## config.mk

```make
export PLATFORM = sky130hd
export DESIGN_NAME = run_detect_ctrl_flat
export DESIGN_NICKNAME = d
export VERILOG_FILES = /design/src/rtl/run_detect_if.sv /design/src/rtl/run_detect_ctrl.sv /design/src/flat_wrapper.sv
export SDC_FILE = /design/constraint.sdc
export NUM_CORES = 1
export LEC_CHECK = 0
export CORE_MARGIN = 2
export CORE_UTILIZATION = 56
export CTS_CLUSTER_DIAMETER = 100
export DETAILED_ROUTE_END_ITERATION = 6
export PLACE_DENSITY = 0.94
export SYNTH_ARGS = -nofsm -noshare
export SYNTH_HDL_FRONTEND = slang
export SYNTH_SLANG_ARGS = --single-unit
```

## constraint.sdc

```tcl
create_clock -name clk -period 3.6 [get_ports clk]
set_input_delay 0.36 -clock clk [delete_from_list [all_inputs] [get_ports clk]]
set_output_delay 0.36 -clock clk [all_outputs]
set_load 0.01 [all_outputs]
```

## src/rtl/run_detect_if.sv

```systemverilog
// Sample/threshold bus for run_detect_ctrl. The det_cnt member and its modport
// entries exist only when RUN_DETECT_COUNT_EN is defined.
interface run_detect_if #(
   parameter int N_W = 4
);
   logic           en;
   logic           w;
   logic           n_load;
   logic [N_W-1:0] n_in;
   logic [2:0]     state;
   logic [N_W-1:0] rl;
   logic           z;
`ifdef RUN_DETECT_COUNT_EN
   logic [7:0]     det_cnt;

   modport master (output en, w, n_load, n_in, input state, rl, z, det_cnt);
   modport slave  (input en, w, n_load, n_in, output state, rl, z, det_cnt);
`else
   modport master (output en, w, n_load, n_in, input state, rl, z);
   modport slave  (input en, w, n_load, n_in, output state, rl, z);
`endif
endinterface

```

## src/rtl/run_detect_ctrl.sv

```systemverilog
// Detects runs of N equal serial bits (zeros -> S2, ones -> S4), N loadable at runtime.
// Optional saturating detection counter det_cnt under macro RUN_DETECT_COUNT_EN.
module run_detect_ctrl #(
   parameter int N_W   = 4,
   parameter int N_RST = 4
) (
   input  logic         clk,
   input  logic         resetn,
   run_detect_if.slave  bus
);
   localparam logic [2:0] S0 = 3'b000;
   localparam logic [2:0] S1 = 3'b001;
   localparam logic [2:0] S2 = 3'b010;
   localparam logic [2:0] S3 = 3'b011;
   localparam logic [2:0] S4 = 3'b100;
   localparam logic [N_W-1:0] N_ONE  = {{(N_W-1){1'b0}}, 1'b1};
   localparam logic [N_W-1:0] N_INIT = N_W'(N_RST);

   logic [2:0]     st_q, st_nx;
   logic [N_W-1:0] rl_q, rl_nx, n_q, n_nx, rl_inc;
   logic           cur_bit, in_run;
`ifdef RUN_DETECT_COUNT_EN
   logic [7:0]     cnt_q, cnt_nx;
`endif

   always_ff @(posedge clk or negedge resetn) begin
      if (!resetn) begin
         st_q <= S0;
         rl_q <= '0;
         n_q  <= N_INIT;
`ifdef RUN_DETECT_COUNT_EN
         cnt_q <= '0;
`endif
      end else begin
         st_q <= st_nx;
         rl_q <= rl_nx;
         n_q  <= n_nx;
`ifdef RUN_DETECT_COUNT_EN
         cnt_q <= cnt_nx;
`endif
      end
   end

   // rl < N whenever in S1/S3, so rl+1 can never wrap.
   assign rl_inc  = rl_q + N_ONE;
   assign cur_bit = (st_q == S3) || (st_q == S4);
   assign in_run  = (st_q != S0);

   always_comb begin
      st_nx = st_q;
      rl_nx = rl_q;
      n_nx  = n_q;
      if (bus.n_load) begin
         st_nx = S0;
         rl_nx = '0;
         n_nx  = (bus.n_in == '0) ? N_ONE : bus.n_in;
      end else if (st_q > S4) begin
         st_nx = S0;
         rl_nx = '0;
      end else if (bus.en) begin
         if (in_run && (bus.w == cur_bit)) begin
            // Same bit extends the run; once at N it simply holds.
            if (rl_q >= n_q) begin
               rl_nx = n_q;
            end else begin
               rl_nx = rl_inc;
               if (rl_inc == n_q) st_nx = cur_bit ? S4 : S2;
               else               st_nx = cur_bit ? S3 : S1;
            end
         end else begin
            rl_nx = N_ONE;
            if (n_q == N_ONE) st_nx = bus.w ? S4 : S2;
            else              st_nx = bus.w ? S3 : S1;
         end
      end
`ifdef RUN_DETECT_COUNT_EN
      cnt_nx = cnt_q;
      if (bus.n_load)
         cnt_nx = '0;
      else if (((st_nx == S2) || (st_nx == S4)) && (st_nx != st_q) && (cnt_q != 8'hFF))
         cnt_nx = cnt_q + 8'd1;
`endif
   end

   always_comb begin
      bus.state = st_q;
      bus.rl    = rl_q;
      bus.z     = (st_q == S2) || (st_q == S4);
`ifdef RUN_DETECT_COUNT_EN
      bus.det_cnt = cnt_q;
`endif
   end
endmodule

```

## src/flat_wrapper.sv

```systemverilog
// flat-port wrapper written by rule: the top's interface ports become plain ports
module run_detect_ctrl_flat 
#(
   parameter int N_W   = 4,
   parameter int N_RST = 4
)
  (clk, resetn, bus_en, bus_w, bus_n_load, bus_n_in, bus_state, bus_rl, bus_z);
  run_detect_if #(.N_W(N_W)) bus_i ();
  input  logic clk;
  input  logic resetn;
  input wire logic [$bits(bus_i.en)-1:0] bus_en;
  input wire logic [$bits(bus_i.w)-1:0] bus_w;
  input wire logic [$bits(bus_i.n_load)-1:0] bus_n_load;
  input wire logic [$bits(bus_i.n_in)-1:0] bus_n_in;
  output wire logic [$bits(bus_i.state)-1:0] bus_state;
  output wire logic [$bits(bus_i.rl)-1:0] bus_rl;
  output wire logic [$bits(bus_i.z)-1:0] bus_z;
  assign bus_i.en = bus_en;
  assign bus_i.w = bus_w;
  assign bus_i.n_load = bus_n_load;
  assign bus_i.n_in = bus_n_in;
  assign bus_state = bus_i.state;
  assign bus_rl = bus_i.rl;
  assign bus_z = bus_i.z;
  run_detect_ctrl #(.N_W(N_W), .N_RST(N_RST)) u_core (.clk(clk), .resetn(resetn), .bus(bus_i));
endmodule
```

; Yosys cells after proc, flatten, opt, wreduce, memory -nomap -nowiden
; Index checks and enable logic that the tools add are counted.
[classes]
mux = 17
n_lt_le_gt_ge = 2
reduce_logical = 7
addsub = 1
eq_ne = 7
[ops]
columns = cell, count
row1 = $mux W3, 9
row2 = $mux W4, 6
row3 = $eq A3 B2 Y1 const B, 2
row4 = $reduce_bool A3 Y1, 2
row5 = $add A4 B1 Y4 const B, 1
row6 = $eq A4 B1 Y1 const B, 1
row7 = $eq A4 B4 Y1, 1
row8 = $ge A4 B4 Y1, 1
row9 = $logic_not A4 Y1, 1
row10 = $mux W2, 2
row11 = $ne A4 B3 Y1 const B, 1
row12 = $eq A3 B3 Y1 const B, 1
row13 = $gt A3 B3 Y1 const B, 1
row14 = $logic_or A1 B1 Y1, 2
row15 = $reduce_and A2 Y1, 1
row16 = $eq A1 B1 Y1, 1
row17 = $logic_and A1 B1 Y1, 1
[totals]
out_inout_bits = 8
register_bits = 11
inputBits = 9
elab_cells = 37

; Depth between registers and ports, before layout
[depth]
word_depth = 9
mapped_depth = 9
depth_no_buf = 9

; Least setup slack after synthesis
; Ideal clock, no wire load.
[synth_timing]
kind = reg-to-reg
startpoint = register u_core.rl_q[0] (netlist: u_core.bus.rl[0])
endpoint = register u_core.st_q[0] (netlist: u_core.bus.state[0])
t_required_ns = 3.520
path_buffers = 0
arrival_ns = 2.107
setup_slack_ns = 1.412
setup_time_ns = 0.080
period_less_slack_ns = 2.188
path_stages_with_launch = 8
path_cell_list = dfrtp_1 -> inv_1 -> ha_1 -> nand2b_1 -> a2111o_1 -> and2_4 -> or4_1 -> o211ai_2
[synth_between]
elab_chain_len = 8
word_cells_on_any_way = 11
cone_classes = add/sub: 1 / order compare: 1 / eq/ne: 2 / mux: 6 / reduce/logical: 1
[synth_lines]
columns = element, line_no
row1 = start: declaration, run_detect_ctrl.sv:20  ; logic [N_W-1:0] rl_q, rl_nx, n_q, n_nx, rl_inc;
row2 = start signal: assignment, run_detect_ctrl.sv:36  ; rl_q <= rl_nx;
row3 = $add A4 B1 Y4, run_detect_ctrl.sv:45  ; assign rl_inc = rl_q + N_ONE;
row4 = $eq A4 B4 Y1, run_detect_ctrl.sv:67  ; if (rl_inc == n_q) st_nx = cur_bit ? S4 : S2;
row5 = $mux W3, run_detect_ctrl.sv:67
row6 = $mux W3, run_detect_ctrl.sv:63  ; if (rl_q >= n_q) begin
row7 = $mux W3, run_detect_ctrl.sv:61  ; if (in_run && (bus.w == cur_bit)) begin
row8 = $mux W3, run_detect_ctrl.sv:60  ; end else if (bus.en) begin
row9 = $mux W3, run_detect_ctrl.sv:57  ; end else if (st_q > S4) begin
row10 = $mux W3, run_detect_ctrl.sv:53  ; if (bus.n_load) begin
row11 = end signal: assignment, run_detect_ctrl.sv:35  ; st_q <= st_nx;
row12 = end: declaration, run_detect_ctrl.sv:19  ; logic [2:0] st_q, st_nx;
; Parallel ways exist; a longest one is shown, timed or not. The select of a mux whose other input is x is not followed.
; A chain may end at the register's enable or synchronous reset.

; Worst setup path after layout
; Ends and elaborated chain as after synthesis.

==> tab_implementation.tex <==
\begin{tabular}{lr}
\hline
Metric & Value \\
\hline
\multicolumn{2}{l}{\textbf{Yosys}} \\
\quad Post-synthesis instance area & 986 um2 \\
\quad Synthesized flop and latch total & 11 \\
\quad Most used flip-flop cell after synthesis & sky130\_fd\_sc\_hd\_\_dfrtp\_1 \\
\quad Synth cell types & 42 \\
\quad Sequential area share after synthesis & between 20\% and 30\% \\
\quad Number of flops mapped to enable cells by yosys & 0 \\
\quad Number of instances in the synthesized netlist & roughly 120 \\
\quad Post-Synthesis Net Count & 139 \\
\quad Yosys warning count & 0 \\
\quad Async set-or-reset flop fraction in the synthesized netlist & between 90\% and 100\% \\
\quad Synthesized area divided by synthesized cell count & 8.02 um2 \\
\multicolumn{2}{l}{\textbf{Layout}} \\
\quad Count of filler cells inserted in the layout & 127 \\
\quad Final design utilization & 69.0\% \\
\quad Area delta synth->final & 18.1\% \\
\quad Design area & 1160 um2 \\
\quad Nets@finish & 153 \\
\quad Ant. Diodes & 0 \\
\quad Fraction of final layout cells sized beyond drive strength 1 & $\sim$5.1\% \\
\multicolumn{2}{l}{\textbf{STA}} \\
\quad Clock period minus final worst setup slack & 2340 ps \\
\quad Max frequency & 0.427 GHz \\
\quad Period utilisation layout & around two thirds \\
\quad Number of hold violations in the final report & 0 \\
\quad Unrepaired setup endpoints after global routing & false \\
\quad Number of pins with negative max-slew slack in the final report & 0 \\
\quad Setup Viol. Count Final & 0 \\
\quad Remaining max-slew budget at the tightest pin & 57.6\% \\
\quad Transition time at the pin with the least slew margin & 634 ps \\
\quad Final worst-path setup slack & 1260 ps \\
\quad Worst clock skew & 6.77 ps \\
\quad Aggregate negative setup slack & 0 ps \\
\multicolumn{2}{l}{\textbf{GRT}} \\
\quad Residual overflow from global routing & 0 \\
\quad Antenna violations before repair & 0 \\
\quad Number of global-route vias before repair & slightly below 900 \\
\quad Pin count of the biggest net entering global routing & 19 \\
\quad Wire length of the first global-routing pass & 4040 um \\
\quad Global-route usage over all layers & 26.6\% \\
\multicolumn{2}{l}{\textbf{Floorplanning}} \\
\quad Core Region & 1690 um2 \\
\quad I/O pin cnt & 17 \\
\quad Total Die Area & 2110 um2 \\
\quad Effective utilization at floorplan & roughly three fifths \\
\quad Die Y-Extent & 46.0 um \\
\quad Row Count & 15 \\
\quad Die W & approximately 46 um \\
\multicolumn{2}{l}{\textbf{Clock network}} \\
\quad Number of buffers added by the clock tree synthesis step & 3 \\
\quad Reg clk slew, reported paths & 80 ps \\
\quad Hold-fix buffer count after cts & 0 \\
\quad Clock H-tree levels & 1 \\
\quad Deepest clock path buffer count & 2 \\
\quad Root buffer cell & sky130\_fd\_sc\_hd\_\_clkbuf\_4 \\
\quad Total clock sinks & 11 \\
\quad Worst-skew pair later-pin latency & 290 ps \\
\quad Number of instances resized during post-cts repair & 0 \\
\quad Number of buffers inserted by post-CTS setup repair & 0 \\
\quad CTS tree & yes \\
\multicolumn{2}{l}{\textbf{Placement}} \\
\quad Port Buf Inserts & 16 \\
\quad GP Congestion & roughly 0.9 \\
\quad Post-DP HPWL & approximately 1900 um \\
\quad Pre-CTS worst setup slack & 1020 ps \\
\quad Placed cell areas & 1140 um2 \\
\multicolumn{2}{l}{\textbf{Hold path}} \\
\quad Hold Crit Class & in -> async \\
\multicolumn{2}{l}{\textbf{Worst setup path}} \\
\quad Arrival @ worst endpoint & 2560 ps \\
\quad Worst EP required & $\sim$3800 ps \\
\quad Largest fanout of any net on the critical path & 6 \\
\quad Setup Crit Path Kind & reg -> reg \\
\quad Setup crit end kind & register \\
\quad Worst setup SP type & register \\
\multicolumn{2}{l}{\textbf{Detailed routing}} \\
\quad Vias per cell & 6.56 \\
\quad DRT Wirelength & 2500 um \\
\quad Initial DRC count & roughly 40 \\
\quad Number of optimization iterations in the first detailed-route pass & 4 \\
\quad Via count & 1,003 \\
\quad Remaining antenna violation count after routing & 0 \\
\quad Number of remaining DRC errors & 0 \\
\quad Routed wire per std cell & 16.3 um \\
\multicolumn{2}{l}{\textbf{Power}} \\
\quad Leakage power & 0.000500 uW \\
\quad Highest ir drop seen on vdd & approximately 0.23 mV \\
\quad Power Dens Cells & 353 nW/um2 \\
\multicolumn{2}{l}{\textbf{Flow run}} \\
\quad Max-cap viol count & 0 \\
\multicolumn{2}{l}{\textbf{Run status}} \\
\quad Result of the run & completed \\
\hline
\end{tabular}
## registers in the layout, summed over array words and instances, names as in the netlist
name	flops
u_core.bus.rl	4
u_core.n_q	4
u_core.bus.state	3
## power breakdown
group	switching, uW	internal, uW
clock	51.2	43.1
sequential	29.1	135
combinational	78.2	74.9
total	159	253
## Yosys cell counts, types with 2 or more instances
| cell type | count | area [um2] |
|---|---|---|
| sky130_fd_sc_hd__clkbuf_1 | 4 | 15.0 |
| sky130_fd_sc_hd__or3_1 | 2 | 12.5 |
| sky130_fd_sc_hd__nor2_1 | 7 | 26.3 |
| sky130_fd_sc_hd__dfrtp_1 | 10 | 250 |
| sky130_fd_sc_hd__xnor2_1 | 5 | 43.8 |
| sky130_fd_sc_hd__ha_1 | 7 | 87.6 |
| sky130_fd_sc_hd__nand3b_1 | 2 | 15.0 |
| sky130_fd_sc_hd__nand2_1 | 13 | 48.8 |
| sky130_fd_sc_hd__nor3b_1 | 2 | 15.0 |
| sky130_fd_sc_hd__inv_1 | 7 | 26.3 |
| sky130_fd_sc_hd__o21ai_0 | 11 | 55.1 |
| sky130_fd_sc_hd__o21a_1 | 2 | 15.0 |
| sky130_fd_sc_hd__a31oi_1 | 3 | 18.8 |
| sky130_fd_sc_hd__nand3_1 | 4 | 20.0 |
| sky130_fd_sc_hd__o22ai_1 | 3 | 18.8 |
| sky130_fd_sc_hd__a21oi_1 | 9 | 45.0 |
| sky130_fd_sc_hd__mux2i_1 | 3 | 30.0 |
| sky130_fd_sc_hd__nand2b_1 | 3 | 18.8 |
| sky130_fd_sc_hd__xor2_1 | 2 | 17.5 |
| sky130_fd_sc_hd__buf_2 | 2 | 10.0 |
## critical path, cell delays in order, from the launching register on
cell and delay [ps]:
sky130_fd_sc_hd__dfrtp_1 430, sky130_fd_sc_hd__inv_1 80, sky130_fd_sc_hd__ha_1 310, sky130_fd_sc_hd__nand2b_1 150, sky130_fd_sc_hd__a2111o_1 500, sky130_fd_sc_hd__and2_4 200, sky130_fd_sc_hd__or4_1 510, sky130_fd_sc_hd__o211ai_2 90
## path summary, 6_finish.rpt
| path | from | to | slack (ps) | depth (start not counted) |
|---|---|---|---|---|
| max in group asynchronous | resetn | u_core.n_q[2] | 2830 | 1 |
| min in group clk | u_core.n_q[2] | u_core.n_q[2] | 560 | 2 |
| worst min-delay path | resetn | u_core.bus.state[0] | 410 | 1 |
| worst min register to register | u_core.n_q[2] | u_core.n_q[2] | 560 | 2 |
| worst max register to register | u_core.bus.rl[0] | u_core.bus.state[0] | 1260 | 7 |
| worst max-delay path | u_core.bus.rl[0] | u_core.bus.state[0] | 1260 | 7 |
## per-stage QoR
step | hold slack [ps] | total power, uW | std cells
after global placement | 543 | 305 | 149
after floorplan | 64.4 | 261 | 123
after detailed placement | 549 | 316 | 149
after CTS | 427 | 406 | 153
final | 406 | 411 | 153
after global routing | 467 | 431 | 153
## cell families (layout without fill, tap and decap cells)
kind of cell / after synthesis / in the layout / synth area share [%]
muxes: 3 / 3 / 3.05
DFF: 11 / 11 / 28.0
AOI/OAI and AO/OA: 37 / 37 / 23.9
buffers and inverters: 14 / 27 / 5.58
and+or+nand+nor: 44 / 44 / 24.4
xor gates and xnor gates: 7 / 7 / 6.22
adders and majority gates: 7 / 7 / 8.88
## area by class of cell
type / instances / area [um2] / area share (%)
inverters: 7 / 26.3 / 2.26
well taps: 17 / 21.3 / 1.83
clock buffers: 4 / 26.3 / 2.26
repair buffers: 16 / 160 / 13.7
multi-input cells: 98 / 654 / 56.2
flip-flops and latches: 11 / 277 / 23.7
## cell usage in the layout, fill, tap and decap left out, types with 3 or more instances in the layout
cell                               n
sky130_fd_sc_hd__o22ai_1           3
sky130_fd_sc_hd__ha_1              7
sky130_fd_sc_hd__nand2_1          13
sky130_fd_sc_hd__nor2_1            7
sky130_fd_sc_hd__xnor2_1           5
sky130_fd_sc_hd__mux2i_1           3
sky130_fd_sc_hd__inv_1             7
sky130_fd_sc_hd__nand2b_1          3
sky130_fd_sc_hd__clkdlybuf4s50_1  16
sky130_fd_sc_hd__a31oi_1           3
sky130_fd_sc_hd__clkbuf_4          3
sky130_fd_sc_hd__dfrtp_1          10
sky130_fd_sc_hd__o21ai_0          11
sky130_fd_sc_hd__nand3_1           4
sky130_fd_sc_hd__a21oi_1           9
## routing by layer
metal | global-route usage, % | part of all wire, %
met1 | 37.8 | 41
met2 | 40.8 | 48
met3 | 4.37 | 8.5
met4 | 8.57 | 2.6
met5 | 0 | 0
Power figures use the tool's default switching activity.
